<file path="src/rtl/rx_sequencer.sv">
// Receive-chain sequencer: restart/sweep/lock supervision plus a decoded-character FIFO.
// Optional feature macro: RX_SEQ_AUTO_RESTART_EN (idle relock in LOCKED, timed auto-restart from FAIL).
module rx_sequencer #(
    parameter int unsigned SWEEP_TIMEOUT_CYC = 6400000,
    parameter int unsigned IDLE_TIMEOUT_CYC  = 12800000,
    parameter int unsigned RESTART_CYC       = 4,
    parameter int unsigned MAX_RETRY         = 3,
    parameter int unsigned FIFO_DEPTH        = 8
) (
    input  logic       clk,
    input  logic       rst,
    input  logic       start,
    input  logic       stop,
    input  logic       sweep_done,
    input  logic [7:0] char_in,
    input  logic       char_valid_in,
    output logic       chain_en,
    output logic       chain_rst,
    output logic [7:0] out_char,
    output logic       out_valid,
    input  logic       out_ready,
    output logic       locked,
    output logic       error,
    output logic       overflow,
    output logic [2:0] state
);

    localparam int unsigned SW_W = (SWEEP_TIMEOUT_CYC > 1) ? $clog2(SWEEP_TIMEOUT_CYC) : 1;
    localparam int unsigned RS_W = (RESTART_CYC > 1) ? $clog2(RESTART_CYC) : 1;
    localparam int unsigned RT_W = (MAX_RETRY > 0) ? $clog2(MAX_RETRY + 1) : 1;
    localparam int unsigned AW   = $clog2(FIFO_DEPTH);
`ifdef RX_SEQ_AUTO_RESTART_EN
    localparam int unsigned ID_W = (IDLE_TIMEOUT_CYC > 1) ? $clog2(IDLE_TIMEOUT_CYC) : 1;
`endif

    localparam bit PARAMS_OK = (RESTART_CYC >= 1) && (MAX_RETRY >= 1) &&
                               (SWEEP_TIMEOUT_CYC >= 1) && (IDLE_TIMEOUT_CYC >= 1) &&
                               (FIFO_DEPTH >= 2) && ((FIFO_DEPTH & (FIFO_DEPTH - 1)) == 0);

    generate
        if (!PARAMS_OK) begin : g_bad_params
            $error("rx_sequencer: invalid parameter set");
        end
    endgenerate

    typedef enum logic [2:0] {
        S_IDLE    = 3'd0,
        S_RESTART = 3'd1,
        S_SWEEP   = 3'd2,
        S_LOCKED  = 3'd3,
        S_FAIL    = 3'd4
    } state_t;

    typedef struct packed {
        logic chain_en;
        logic chain_rst;
        logic locked;
        logic error;
    } flags_t;

    // Output flags are a pure function of the state being entered.
    function automatic flags_t flags_of(input state_t s);
        flags_t f;
        f.chain_en  = (s == S_SWEEP) || (s == S_LOCKED);
        f.chain_rst = (s == S_RESTART);
        f.locked    = (s == S_LOCKED);
        f.error     = (s == S_FAIL);
        return f;
    endfunction

    state_t            st;
    flags_t            flags;
    logic [RS_W-1:0]   rst_cnt;
    logic [SW_W-1:0]   sweep_tmr;
    logic [RT_W-1:0]   retry_cnt;
    logic [RT_W-1:0]   retry_inc;
    logic              retry_exhausted;
    logic              sweep_last;
`ifdef RX_SEQ_AUTO_RESTART_EN
    logic [ID_W-1:0]   idle_tmr;
`endif

    assign chain_en  = flags.chain_en;
    assign chain_rst = flags.chain_rst;
    assign locked    = flags.locked;
    assign error     = flags.error;
    assign state     = st;

    // Retry count saturates at MAX_RETRY so it can never wrap.
    assign retry_inc       = (32'(retry_cnt) < MAX_RETRY) ? retry_cnt + RT_W'(1) : retry_cnt;
    assign retry_exhausted = (32'(retry_inc) >= MAX_RETRY);
    assign sweep_last      = (sweep_tmr == SW_W'(SWEEP_TIMEOUT_CYC - 1));

    always_ff @(posedge clk) begin
        if (rst) begin
            st        <= S_IDLE;
            flags     <= '0;
            rst_cnt   <= '0;
            sweep_tmr <= '0;
            retry_cnt <= '0;
`ifdef RX_SEQ_AUTO_RESTART_EN
            idle_tmr  <= '0;
`endif
        end else begin
            rst_cnt   <= '0;
            sweep_tmr <= '0;
`ifdef RX_SEQ_AUTO_RESTART_EN
            idle_tmr  <= '0;
`endif
            if (stop) begin
                st    <= S_IDLE;
                flags <= flags_of(S_IDLE);
            end else begin
                case (st)
                    S_IDLE: begin
                        retry_cnt <= '0;
                        if (start) begin
                            st    <= S_RESTART;
                            flags <= flags_of(S_RESTART);
                        end
                    end
                    S_RESTART: begin
                        if (rst_cnt == RS_W'(RESTART_CYC - 1)) begin
                            st    <= S_SWEEP;
                            flags <= flags_of(S_SWEEP);
                        end else begin
                            rst_cnt <= rst_cnt + RS_W'(1);
                        end
                    end
                    S_SWEEP: begin
                        if (sweep_done) begin
                            st        <= S_LOCKED;
                            flags     <= flags_of(S_LOCKED);
                            retry_cnt <= '0;
                        end else if (sweep_last) begin
                            retry_cnt <= retry_inc;
                            st        <= retry_exhausted ? S_FAIL : S_RESTART;
                            flags     <= flags_of(retry_exhausted ? S_FAIL : S_RESTART);
                        end else begin
                            sweep_tmr <= sweep_tmr + SW_W'(1);
                        end
                    end
                    S_LOCKED: begin
                        if (!sweep_done) begin
                            st        <= S_RESTART;
                            flags     <= flags_of(S_RESTART);
                            retry_cnt <= retry_inc;
                        end
`ifdef RX_SEQ_AUTO_RESTART_EN
                        else if (char_valid_in) begin
                            idle_tmr <= '0;
                        end else if (idle_tmr == ID_W'(IDLE_TIMEOUT_CYC - 1)) begin
                            st        <= S_RESTART;
                            flags     <= flags_of(S_RESTART);
                            retry_cnt <= retry_inc;
                        end else begin
                            idle_tmr <= idle_tmr + ID_W'(1);
                        end
`endif
                    end
                    S_FAIL: begin
                        if (start) begin
                            st        <= S_RESTART;
                            flags     <= flags_of(S_RESTART);
                            retry_cnt <= '0;
                        end
`ifdef RX_SEQ_AUTO_RESTART_EN
                        else if (sweep_last) begin
                            st        <= S_RESTART;
                            flags     <= flags_of(S_RESTART);
                            retry_cnt <= '0;
                        end else begin
                            sweep_tmr <= sweep_tmr + SW_W'(1);
                        end
`endif
                    end
                    default: begin
                        st    <= S_IDLE;
                        flags <= flags_of(S_IDLE);
                    end
                endcase
            end
        end
    end

    // Character FIFO: extra wrap bit on each pointer distinguishes full from empty.
    logic [7:0]  mem [FIFO_DEPTH];
    logic [AW:0] wr_ptr;
    logic [AW:0] rd_ptr;
    logic [AW:0] wr_nxt;
    logic [AW:0] rd_nxt;
    logic        full;
    logic        pop;
    logic        push_req;
    logic        push;
    logic        drop;
    logic        flush;

    assign full     = (wr_ptr[AW] != rd_ptr[AW]) && (wr_ptr[AW-1:0] == rd_ptr[AW-1:0]);
    assign pop      = out_valid && out_ready;
    assign push_req = (st == S_LOCKED) && char_valid_in;
    assign push     = push_req && (!full || pop);
    assign drop     = push_req && full && !pop;
    assign flush    = start && !stop && ((st == S_IDLE) || (st == S_FAIL));
    assign wr_nxt   = flush ? '0 : (push ? wr_ptr + (AW+1)'(1) : wr_ptr);
    assign rd_nxt   = flush ? '0 : (pop  ? rd_ptr + (AW+1)'(1) : rd_ptr);

    always_ff @(posedge clk) begin
        if (push) begin
            mem[wr_ptr[AW-1:0]] <= char_in;
        end
    end

    // Head is pre-fetched so out_char is registered; bypass when the new head is being written now.
    always_ff @(posedge clk) begin
        if (rst) begin
            wr_ptr    <= '0;
            rd_ptr    <= '0;
            out_valid <= 1'b0;
            out_char  <= '0;
            overflow  <= 1'b0;
        end else begin
            wr_ptr    <= wr_nxt;
            rd_ptr    <= rd_nxt;
            out_valid <= (wr_nxt != rd_nxt);
            if (wr_nxt != rd_nxt) begin
                out_char <= (rd_nxt == wr_ptr) ? char_in : mem[rd_nxt[AW-1:0]];
            end
            if (flush || (st == S_IDLE)) begin
                overflow <= 1'b0;
            end else if (drop) begin
                overflow <= 1'b1;
            end
        end
    end

endmodule

</file>
<file path="config.mk">
export PLATFORM = sky130hd
export DESIGN_NAME = rx_sequencer
export DESIGN_NICKNAME = d
export VERILOG_FILES = /design/src/rtl/rx_sequencer.sv
export SDC_FILE = /design/constraint.sdc
export NUM_CORES = 1
export LEC_CHECK = 0
export BUFFER_PORTS_ARGS = -buffer_cell sky130_fd_sc_hd__buf_2
export CORE_MARGIN = 1
export CORE_UTILIZATION = 45
export CTS_CLUSTER_DIAMETER = 100
export DETAILED_ROUTE_END_ITERATION = 12
export MAX_ROUTING_LAYER = met4
export SYNTH_ARGS = -nofsm -noshare
export SYNTH_HDL_FRONTEND = slang
export SYNTH_SLANG_ARGS = --single-unit
</file>
<file path="constraint.sdc">
create_clock -name clk -period 2.4 [get_ports clk]
set_clock_uncertainty 0.05 [all_clocks]
set_input_delay 0.12 -clock clk [delete_from_list [all_inputs] [get_ports clk]]
set_output_delay 0.12 -clock clk [all_outputs]
set_load 0.02 [all_outputs]
</file>
==> results of run 1 <==
-- cells in the mapped netlist (2+ instances only) --
cell and number:
nor2_1 51, nand4_1 6, dfxtp_1 50, o22ai_1 14
edfxtp_1 64, and3_1 7, or4_1 2, buf_2 7
nand3b_1 2, a222oi_1 5, nand2b_1 6, nand4b_1 2
or2_2 3, a221oi_1 3, mux2i_1 28, nor3_1 10
and2_1 4, ha_1 4, nor2b_1 2, xnor2_1 13
o31ai_1 9, a211oi_1 7, a21oi_1 22, clkbuf_1 4
buf_6 3, a31oi_1 3, xor2_1 14, nand3_1 8
or3_1 9, nand2_1 23, and4_1 3, mux2_2 7
buf_4 5, nor4_1 3, inv_1 8, o21ai_0 10
-- metal layers --
layer	part of all wire [%]	wire length, um
met3	4.6	553
met2	48	5683
met4	1.3	155
met5	0	0
met1	47	5560
-- power groups by stage --
stage	logic, mW	clock network, mW	registers, mW
3_3_place_gp	0.125	0	2.11
6_report	0.142	2.16	2.07
3_5_place_dp	0.127	0	2.11
5_1_grt	0.155	2.28	2.07
4_1_cts	0.139	2.20	2.07
2_1_floorplan	0.0586	0	2.12
-- timing repair --
action,CTS,global route
endpoints found under the hold margin,67,0
setup endpoints to repair,8,13
cloned,0,0
hold buffers,9,0
pin swaps,0,9
buffers inserted,0,1
resized for setup,1,16
-- kinds of logic after synthesis --
| kind of cell | count (synthesis) | share of synthesized area, % |
|---|---|---|
| AND/OR/NAND/NOR | 150 | 15.30 |
| flip-flops | 114 | 56.11 |
| AO/OA/AOI/OAI | 89 | 12.18 |
| multiplexers | 36 | 7.182 |
| XOR/XNOR | 29 | 5.285 |
| buffers and inverters | 28 | 2.978 |
| adder cells (fa/ha/maj) | 4 | 0.9609 |
-- layout by cell type (no fill, tap or decap), drive strengths merged, types with 3 or more instances in the layout --
cell type,Yosys,layout
edfxtp,64,64
o31ai,9,9
mux2i,28,28
nand3,9,9
a211oi,7,7
nand2b,6,6
nor4,3,3
buf,15,77
mux2,8,8
xor2,15,15
o21ai,11,11
dfxtp,50,50
clkbuf,4,26
nor3,11,11
a31oi,5,5
inv,8,8
o22ai,14,14
ha,4,4
or2,4,4
xnor2,13,13
and3,8,8
a221oi,3,3
nand2,23,23
or3,10,10
a21oi,23,23
nand4,6,6
clkinv,1,6
dlygate4sd3,0,9
and4,3,3
and2,4,4
a222oi,5,5
nand3b,3,3
nor2,51,51
-- per-stage QoR --
stage	instance area (um2)	TNS, ns	cells	utilization (%)	worst slack [ns]
2_1_floorplan	5209	0	450	-	0.05568
3_3_place_gp	5799	0	647	52.35	0.05157
3_5_place_dp	5799	-0.2047	647	52.35	-0.05315
4_1_cts	6401	0	688	57.78	0.02124
5_1_grt	6482	0	689	58.52	0.007214
6_report	6482	0	689	58.52	0.1197
-- worst paths after layout --
path / slack (ns) / end / from / cells after the start
max: 0.12 / out_char[6] / rd_ptr[0] / 8
min: 0.1 / sweep_tmr[1] / sweep_done / 3
max reg2reg: 0.12 / out_char[6] / rd_ptr[0] / 8
min reg2reg: 0.38 / rst_cnt[0] / rst_cnt[0] / 1
-- state kept, by name (all words and copies together) (netlist names) --
register   flops
state          3
out_valid      1
overflow       1
rst_cnt        2
sweep_tmr     23
out_char       8
locked         1
chain_rst      1
wr_ptr         4
rd_ptr         4
mem           64
retry_cnt      2
-- worst max-delay path: stages, from the launching register on --
cell	delay, ns
dfxtp_1	0.33
ha_1	0.31
and3_4	0.21
nor2_2	0.06
nor2_1	0.18
mux2_2	0.37
a222oi_1	0.39
mux2i_1	0.13
a21oi_1	0.17
-- layout make-up --
type / count / area, um2
Clock buffer: 26 / 479.2
Tap cell: 140 / 175.2
Sequential cell: 114 / 2923
Timing Repair Buffer: 86 / 628.1
Clock inverter: 6 / 31.28
Inverter: 9 / 33.78
Fill cell: 945 / 4596
Multi-Input combinational cell: 308 / 2212
==> results.sh, run 1 <==
export IMPL_status="finished, final reports clean"
export IMPL_vdd_ir_drop_max_mv=0.4951
export IMPL_finalWirelength_um=11950
export IMPL_critPathMaxFanout=5
export IMPL_cellLeakagePower_nw=2.330
export IMPL_clockPowerShare_pct=49.3
export IMPL_ys_seq_elements=114
export IMPL_dpl_hpwl_um=8256
export IMPL_grt_pass1_wl_um=19260
export IMPL_grt_use_total_pct=22.53
export IMPL_timing_final_crit_share_pct=95.01
export IMPL_cts_tree="yes"
export IMPL_seq_area_frac_synth_pct=56.11
export IMPL_power_density_nw_per_um2=674.3
export IMPL_syn_instance_count=450
export IMPL_ys_flop_type="edfxtp_1"
export IMPL_hp_class="primary input to flop"
export IMPL_ios=32
export IMPL_p_sw_share_pct=20.30
export IMPL_fp_coreArea_um2=11080
export IMPL_fmax_ghz=0.4385
export IMPL_initial_core_util_pct=47.02
export IMPL_synth_edff_count=64
export IMPL_post_route_drc_count=0
export IMPL_hold_viol_final=0
export IMPL_vias_per_cell=5.552
export IMPL_avgSynthCellArea_um2=11.57
export IMPL_crit_path_end_kind="flop"
export IMPL_die_h_um=109.6
export IMPL_postSynth_asyncResetShare_pct=0
export IMPL_grtUsageMet1_pct=27.80
export IMPL_layout_drive_gt1_share_pct=25.50
export IMPL_rsz0062_at_grt="false"
export IMPL_root_buffer="clkbuf_16"
export IMPL_p_sw_uw=887.5
export IMPL_syn_to_final_growth_pct=24.45
export IMPL_ys_types=65
export IMPL_rows=38
export IMPL_slew_headroom_pct=67.46
export IMPL_ant_nets=0
export IMPL_clk_path_buf_depth=2
export IMPL_die_area_um2=12010
export IMPL_p_int_mw=3.483
export IMPL_place_port_buffers=31
export IMPL_grtUsageMet3_pct=6.520
export IMPL_critPathRequiredTime_ns=2.68
export IMPL_synthesis_area_um2=5209
export IMPL_finalPower_mw=4.371
export IMPL_antenna_cells=0
export IMPL_grt_remaining_overflow=0
export IMPL_drtPass1Iterations=5
export IMPL_vias=3825
export IMPL_yosys_top_cells_area="edfxtp_1 (37%), dfxtp_1 (19%), mux2i_1 (5.4%)"
export IMPL_die_x_um=109.6
export IMPL_clk_latency_ns=0.41
export IMPL_power_frac_seq_pct=47.4
export IMPL_synth_top_area_share_pct=36.90
export IMPL_grt_max_degree=23
export IMPL_top_usage_layer="met2"
export IMPL_htree_levels=4
export IMPL_clk_pin_slew_ns=0.05
export IMPL_maxCapViolCount=0
export IMPL_met2_usage_pct=34.91
export IMPL_path_class="flop to flop"
export IMPL_synth_net_count=469
export IMPL_cts_buffers=17
export IMPL_finalSetupViolations=0
export IMPL_min_period_ns=2.280
export IMPL_comb_power_share_pct=3.3
export IMPL_antenna_found_initial=0
export IMPL_worst_slew_pin_slew_ns=0.4829
export IMPL_synth_top_area_cell="edfxtp_1"
export IMPL_cts_num_sinks=114
export IMPL_gp_congestion=0.8307
export IMPL_synth_warnings=0
export IMPL_routedWlPerCell_um=17.35
export IMPL_drt_iter0_drc=300
export IMPL_report_final_slew_viol_count=0
export IMPL_layout_nets=555
export IMPL_cp_arrival_ns=2.56
export IMPL_fin_hold_ws_ns=0.09507
export IMPL_start_kind="flop"
export IMPL_grt_pass1_vias=3838
Note: power is estimated with default switching activity, not from simulation.
==> inputs of run 2 (changes only) <==
==> constraint.sdc (replaced) <==
create_clock -name clk -period 2.4 [get_ports clk]
set_clock_uncertainty 0.05 [all_clocks]
set_input_delay 0 -clock clk [delete_from_list [all_inputs] [get_ports clk]]
set_output_delay 0 -clock clk [all_outputs]
set_load 0.02 [all_outputs]
==> results.sh, run 2 (synthesis results as in run 1) <==
export IMPL_cts_tree="yes"
export IMPL_vdd_ir_drop_max_mv=0.4950
export IMPL_die_x_um=109.6
export IMPL_vias=3838
export IMPL_ios=32
export IMPL_power_density_nw_per_um2=673.3
export IMPL_post_route_drc_count=0
export IMPL_grt_pass1_wl_um=19310
export IMPL_grt_remaining_overflow=0
export IMPL_fin_cells=691
export IMPL_vias_per_cell=5.554
export IMPL_report_final_slew_viol_count=0
export IMPL_dpl_worst_slack_ns=-0.05315
export IMPL_clk_latency_ns=0.41
export IMPL_grt_use_total_pct=22.61
export IMPL_fmax_ghz=0.4377
export IMPL_rsz0062_at_grt="false"
export IMPL_cp_arrival_ns=2.53
export IMPL_largest_reg_flops=64
export IMPL_timing_final_crit_share_pct=95.19
export IMPL_grt_pass1_vias=3844
export IMPL_start_kind="flop"
export IMPL_hold_viol_final=0
export IMPL_critPathMaxFanout=8
export IMPL_ant_nets=0
export IMPL_syn_to_final_growth_pct=24.84
export IMPL_maxCapViolCount=0
export IMPL_final_cell_mix="edfxtp_1 (64), dfxtp_1 (50), nor2_1 (49)"
export IMPL_clk_path_buf_depth=2
export IMPL_htree_levels=4
export IMPL_crit_path_end_kind="flop"
export IMPL_nFillCells=943
export IMPL_worst_slew_pin_slew_ns=0.4838
export IMPL_final_core_util_pct=58.70
export IMPL_finalSetupViolations=0
export IMPL_place_port_buffers=31
export IMPL_initial_core_util_pct=47.02
export IMPL_hp_class="primary input to flop"
export IMPL_root_buffer="clkbuf_16"
export IMPL_fin_area_um2=6502
export IMPL_path_class="flop to flop"
export IMPL_fin_ws_ns=0.1154
export IMPL_layout_drive_gt1_share_pct=25.41
export IMPL_die_area_um2=12010
export IMPL_finalWirelength_um=12040
export IMPL_min_period_ns=2.285
export IMPL_slew_headroom_pct=67.40
export IMPL_antenna_cells=0
export IMPL_cts_buffers=17
export IMPL_antenna_found_initial=0
export IMPL_routedWlPerCell_um=17.43
export IMPL_critPathRequiredTime_ns=2.64
export IMPL_multi_input_area_um2=2212
export IMPL_fp_coreArea_um2=11080
export IMPL_clk_pin_slew_ns=0.05
export IMPL_layout_commonest_cell="edfxtp_1"
export IMPL_dpl_cell_area_um2=5799
export IMPL_drtPass1Iterations=4
export IMPL_die_h_um=109.6
export IMPL_gp_congestion=0.8307
export IMPL_cts_num_sinks=114
export IMPL_drt_iter0_drc=283
export IMPL_dpl_hpwl_um=8256
export IMPL_status="finished, final reports clean"
export IMPL_register_area_um2=2923
export IMPL_rows=38
export IMPL_layout_nets=557
export IMPL_cellLeakagePower_nw=2.338
export IMPL_dp_cells=647
export IMPL_grt_max_degree=23
-- run 2: worst max-delay path, stage by stage (launching register included) --
cell and delay, ns:
dfxtp_1 0.33, buf_4 0.15, nand4_1 0.17, or2_2 0.33, xor2_1 0.33, nand4_1 0.15, a32o_2 0.37, mux2i_1 0.20
a21oi_1 0.08
-- run 2: worst paths after layout --
kind	from	end	slack, ns	cells after the start
min	char_valid_in	wr_ptr[0]	0.07	5
min reg2reg	rst_cnt[0]	rst_cnt[0]	0.38	1
max	rd_ptr[1]	out_char[1]	0.12	8
max reg2reg	rd_ptr[1]	out_char[1]	0.12	8
-- run 2: power breakdown --
| part | leakage [nW] | internal [mW] | switching (mW) |
|---|---|---|---|
| sequential | 0.978 | 2.07 | 0.00501 |
| combinational | 1.11 | 0.0603 | 0.0842 |
| clock | 0.249 | 1.36 | 0.804 |
| total | 2.34 | 3.49 | 0.893 |
-- run 2: per-layer routing --
metal / wire length, um / GRT usage, %
met3: 410 / 6.520
met5: 0 / -
met1: 5651 / 27.80
met4: 164 / 8.857
met2: 5816 / 35.18
-- run 2: stage by stage --
stage / TNS, ns / hold slack, ns / power [mW]
final: 0 / 0.06709 / 4.378
after global routing: 0 / 0.1162 / 4.507
after CTS: 0 / 0.05749 / 4.415
after detailed placement: -0.2047 / 0.2170 / 2.238
after global placement: 0 / 0.2164 / 2.236
after floorplan: 0 / 0.02238 / 2.175
-- run 2: final cells by class --
class / instances / area share [%]
Multi-Input combinational cell: 308 / 34.02
Sequential cell: 114 / 44.95
Tap cell: 140 / 2.694
Clock buffer: 26 / 7.370
Clock inverter: 6 / 0.4810
Timing Repair Buffer: 88 / 9.967
Inverter: 9 / 0.5195
-- run 2: what timing repair did --
action                                  4_1_cts  5_1_grt
pin swaps                                     0        9
gates resized for setup                       1       16
hold endpoints to repair                     81        0
endpoints found under the setup margin        8       13
hold buffers                                 11        0
cloned                                        0        0
setup buffers                                 0        1
==> inputs of run 3 (changes only) <==
--- a/config.mk
+++ b/config.mk
@@ -8,6 +8,7 @@
 export BUFFER_PORTS_ARGS = -buffer_cell sky130_fd_sc_hd__buf_2
 export CORE_MARGIN = 1
 export CORE_UTILIZATION = 45
+export CTS_BUF_LIST = sky130_fd_sc_hd__clkbuf_2
 export CTS_CLUSTER_DIAMETER = 100
 export DETAILED_ROUTE_END_ITERATION = 12
 export MAX_ROUTING_LAYER = met4
==> results.sh, run 3 (synthesis results as in run 1) <==
export IMPL_report_final_slew_viol_count=0
export IMPL_final_cell_mix="edfxtp_1 (64), nor2_1 (50), dfxtp_1 (48)"
export IMPL_layout_nets=561
export IMPL_p_int_mw=2.407
export IMPL_start_kind="flop"
export IMPL_ant_nets=0
export IMPL_setup_tns_ns=0
export IMPL_ios=32
export IMPL_rows=38
export IMPL_rr_worst_depth=8
export IMPL_root_buffer="clkbuf_2"
export IMPL_antenna_found_initial=0
export IMPL_largest_reg_flops=64
export IMPL_grt_pass1_vias=3790
export IMPL_dp_cells=647
export IMPL_power_density_nw_per_um2=511.1
export IMPL_reg2reg_slack_ns=0.10
export IMPL_grt_pass1_wl_um=18960
export IMPL_die_h_um=109.6
export IMPL_rr_startpoint="rd_ptr[0]"
export IMPL_die_area_um2=12010
export IMPL_holdCritStartpoint="rst"
export IMPL_path_class="flop to flop"
export IMPL_fmax_ghz=0.4353
export IMPL_dpl_hpwl_um=8256
export IMPL_finalPower_mw=3.155
export IMPL_initial_core_util_pct=47.02
export IMPL_layout_drive_gt1_share_pct=25.59
export IMPL_hold_viol_final=0
export IMPL_comb_power_share_pct=4.7
export IMPL_timing_final_crit_share_pct=95.72
export IMPL_crit_path_end_kind="flop"
export IMPL_cellLeakagePower_nw=2.205
export IMPL_finalWirelength_um=11780
export IMPL_power_frac_seq_pct=65.5
export IMPL_antenna_cells=0
export IMPL_hold_end="retry_cnt[1]"
export IMPL_grt_remaining_overflow=0
export IMPL_p_sw_share_pct=23.73
export IMPL_htree_levels=4
export IMPL_clockPowerShare_pct=29.8
export IMPL_cts_buffers=17
export IMPL_dpl_cell_area_um2=5799
export IMPL_routedWlPerCell_um=16.95
export IMPL_cp_arrival_ns=2.81
export IMPL_layout_commonest_cell="edfxtp_1"
export IMPL_hold_path_depth=3
export IMPL_p_sw_uw=748.8
export IMPL_place_port_buffers=31
export IMPL_syn_to_final_growth_pct=18.52
export IMPL_fp_coreArea_um2=11080
export IMPL_clk_path_buf_depth=2
export IMPL_worstReg2RegEnd="out_char[2]"
export IMPL_dpl_worst_slack_ns=-0.05315
export IMPL_status="finished, final reports clean"
export IMPL_drtPass1Iterations=7
export IMPL_maxCapViolCount=0
export IMPL_hp_class="primary input to flop"
export IMPL_grt_max_degree=23
export IMPL_gp_congestion=0.8307
export IMPL_fin_area_um2=6173
export IMPL_fin_cells=695
export IMPL_critPathRequiredTime_ns=2.91
export IMPL_vias_per_cell=5.476
export IMPL_finalSetupViolations=0
export IMPL_cts_tree="yes"
export IMPL_fin_hold_ws_ns=0.09961
export IMPL_slew_headroom_pct=67.87
export IMPL_cts_num_sinks=114
export IMPL_drt_iter0_drc=253
export IMPL_nFillCells=973
export IMPL_final_core_util_pct=55.73
export IMPL_vdd_ir_drop_max_mv=0.3375
export IMPL_post_route_drc_count=0
export IMPL_clk_pin_slew_ns=0.15
export IMPL_fin_ws_ns=0.1028
export IMPL_critPathMaxFanout=6
export IMPL_die_x_um=109.6
export IMPL_grt_use_total_pct=22.07
export IMPL_min_period_ns=2.297
export IMPL_vias=3806
export IMPL_clk_latency_ns=0.64
export IMPL_worst_slew_pin_slew_ns=0.4768
run 3: changes by cell type in the layout (fill, tap and decap cells not counted), sizes merged:
| cell | previous run | this run |
|---|---|---|
| clkinv | 6 | 8 |
| dlygate4sd3 | 11 | 15 |
| clkbuf | 26 | 24 |
run 3: critical path, cell delays in order, from the launching register on:
cell,delay [ns]
dfxtp_2,0.36
ha_1,0.31
and3_4,0.20
o21ai_2,0.12
buf_4,0.16
mux2_2,0.34
a222oi_1,0.41
mux2i_1,0.13
a21oi_1,0.15
run 3: worst max-delay path by stage:
stage	start	to	slack (ns)	depth (start not counted)
floorplan	state[1]	mem[0][0]	0.06	4
global placement	rd_ptr[0]	out_char[6]	0.05	8
detailed placement	rd_ptr[0]	out_char[1]	-0.05	8
CTS	rd_ptr[0]	out_char[6]	0.001	8
global route	rd_ptr[0]	out_char[0]	-0.008	9
finish	rd_ptr[0]	out_char[2]	0.10	8
run 3: metal layers:
metal | vias up | share of wire (%) | global-route usage [%]
li1 | 1875 | - | -
met1 | 1817 | 44 | 27.77
met2 | 99 | 47 | 34.50
met3 | 15 | 6.6 | 5.809
met4 | 0 | 1.6 | 7.619
met5 | - | 0 | -
run 3: layout make-up:
cell class,instances,area (um2),share of cell area (%)
Clock inverter,8,38.79,0.6283
Inverter,9,33.78,0.5472
Clock buffer,24,120.1,1.946
Sequential cell,114,2925,47.39
Tap cell,140,175.2,2.837
Multi-Input combinational cell,308,2192,35.51
Timing Repair Buffer,92,688.2,11.15
run 3: repair_timing:
| action | in CTS | in global routing |
|---|---|---|
| buffers inserted | 0 | 1 |
| hold buffers | 15 | 0 |
| pin swaps | 0 | 7 |
| resized for setup | 1 | 13 |
| setup endpoints to repair | 8 | 16 |
| hold endpoints to repair | 111 | 0 |
run 3: power groups by stage:
stage / clock network (mW) / registers (mW) / logic, mW
floorplan: 0 / 2.12 / 0.0586
global placement: 0 / 2.11 / 0.125
detailed placement: 0 / 2.11 / 0.127
CTS: 0.982 / 2.07 / 0.145
global route: 1.06 / 2.07 / 0.161
finish: 0.940 / 2.07 / 0.148
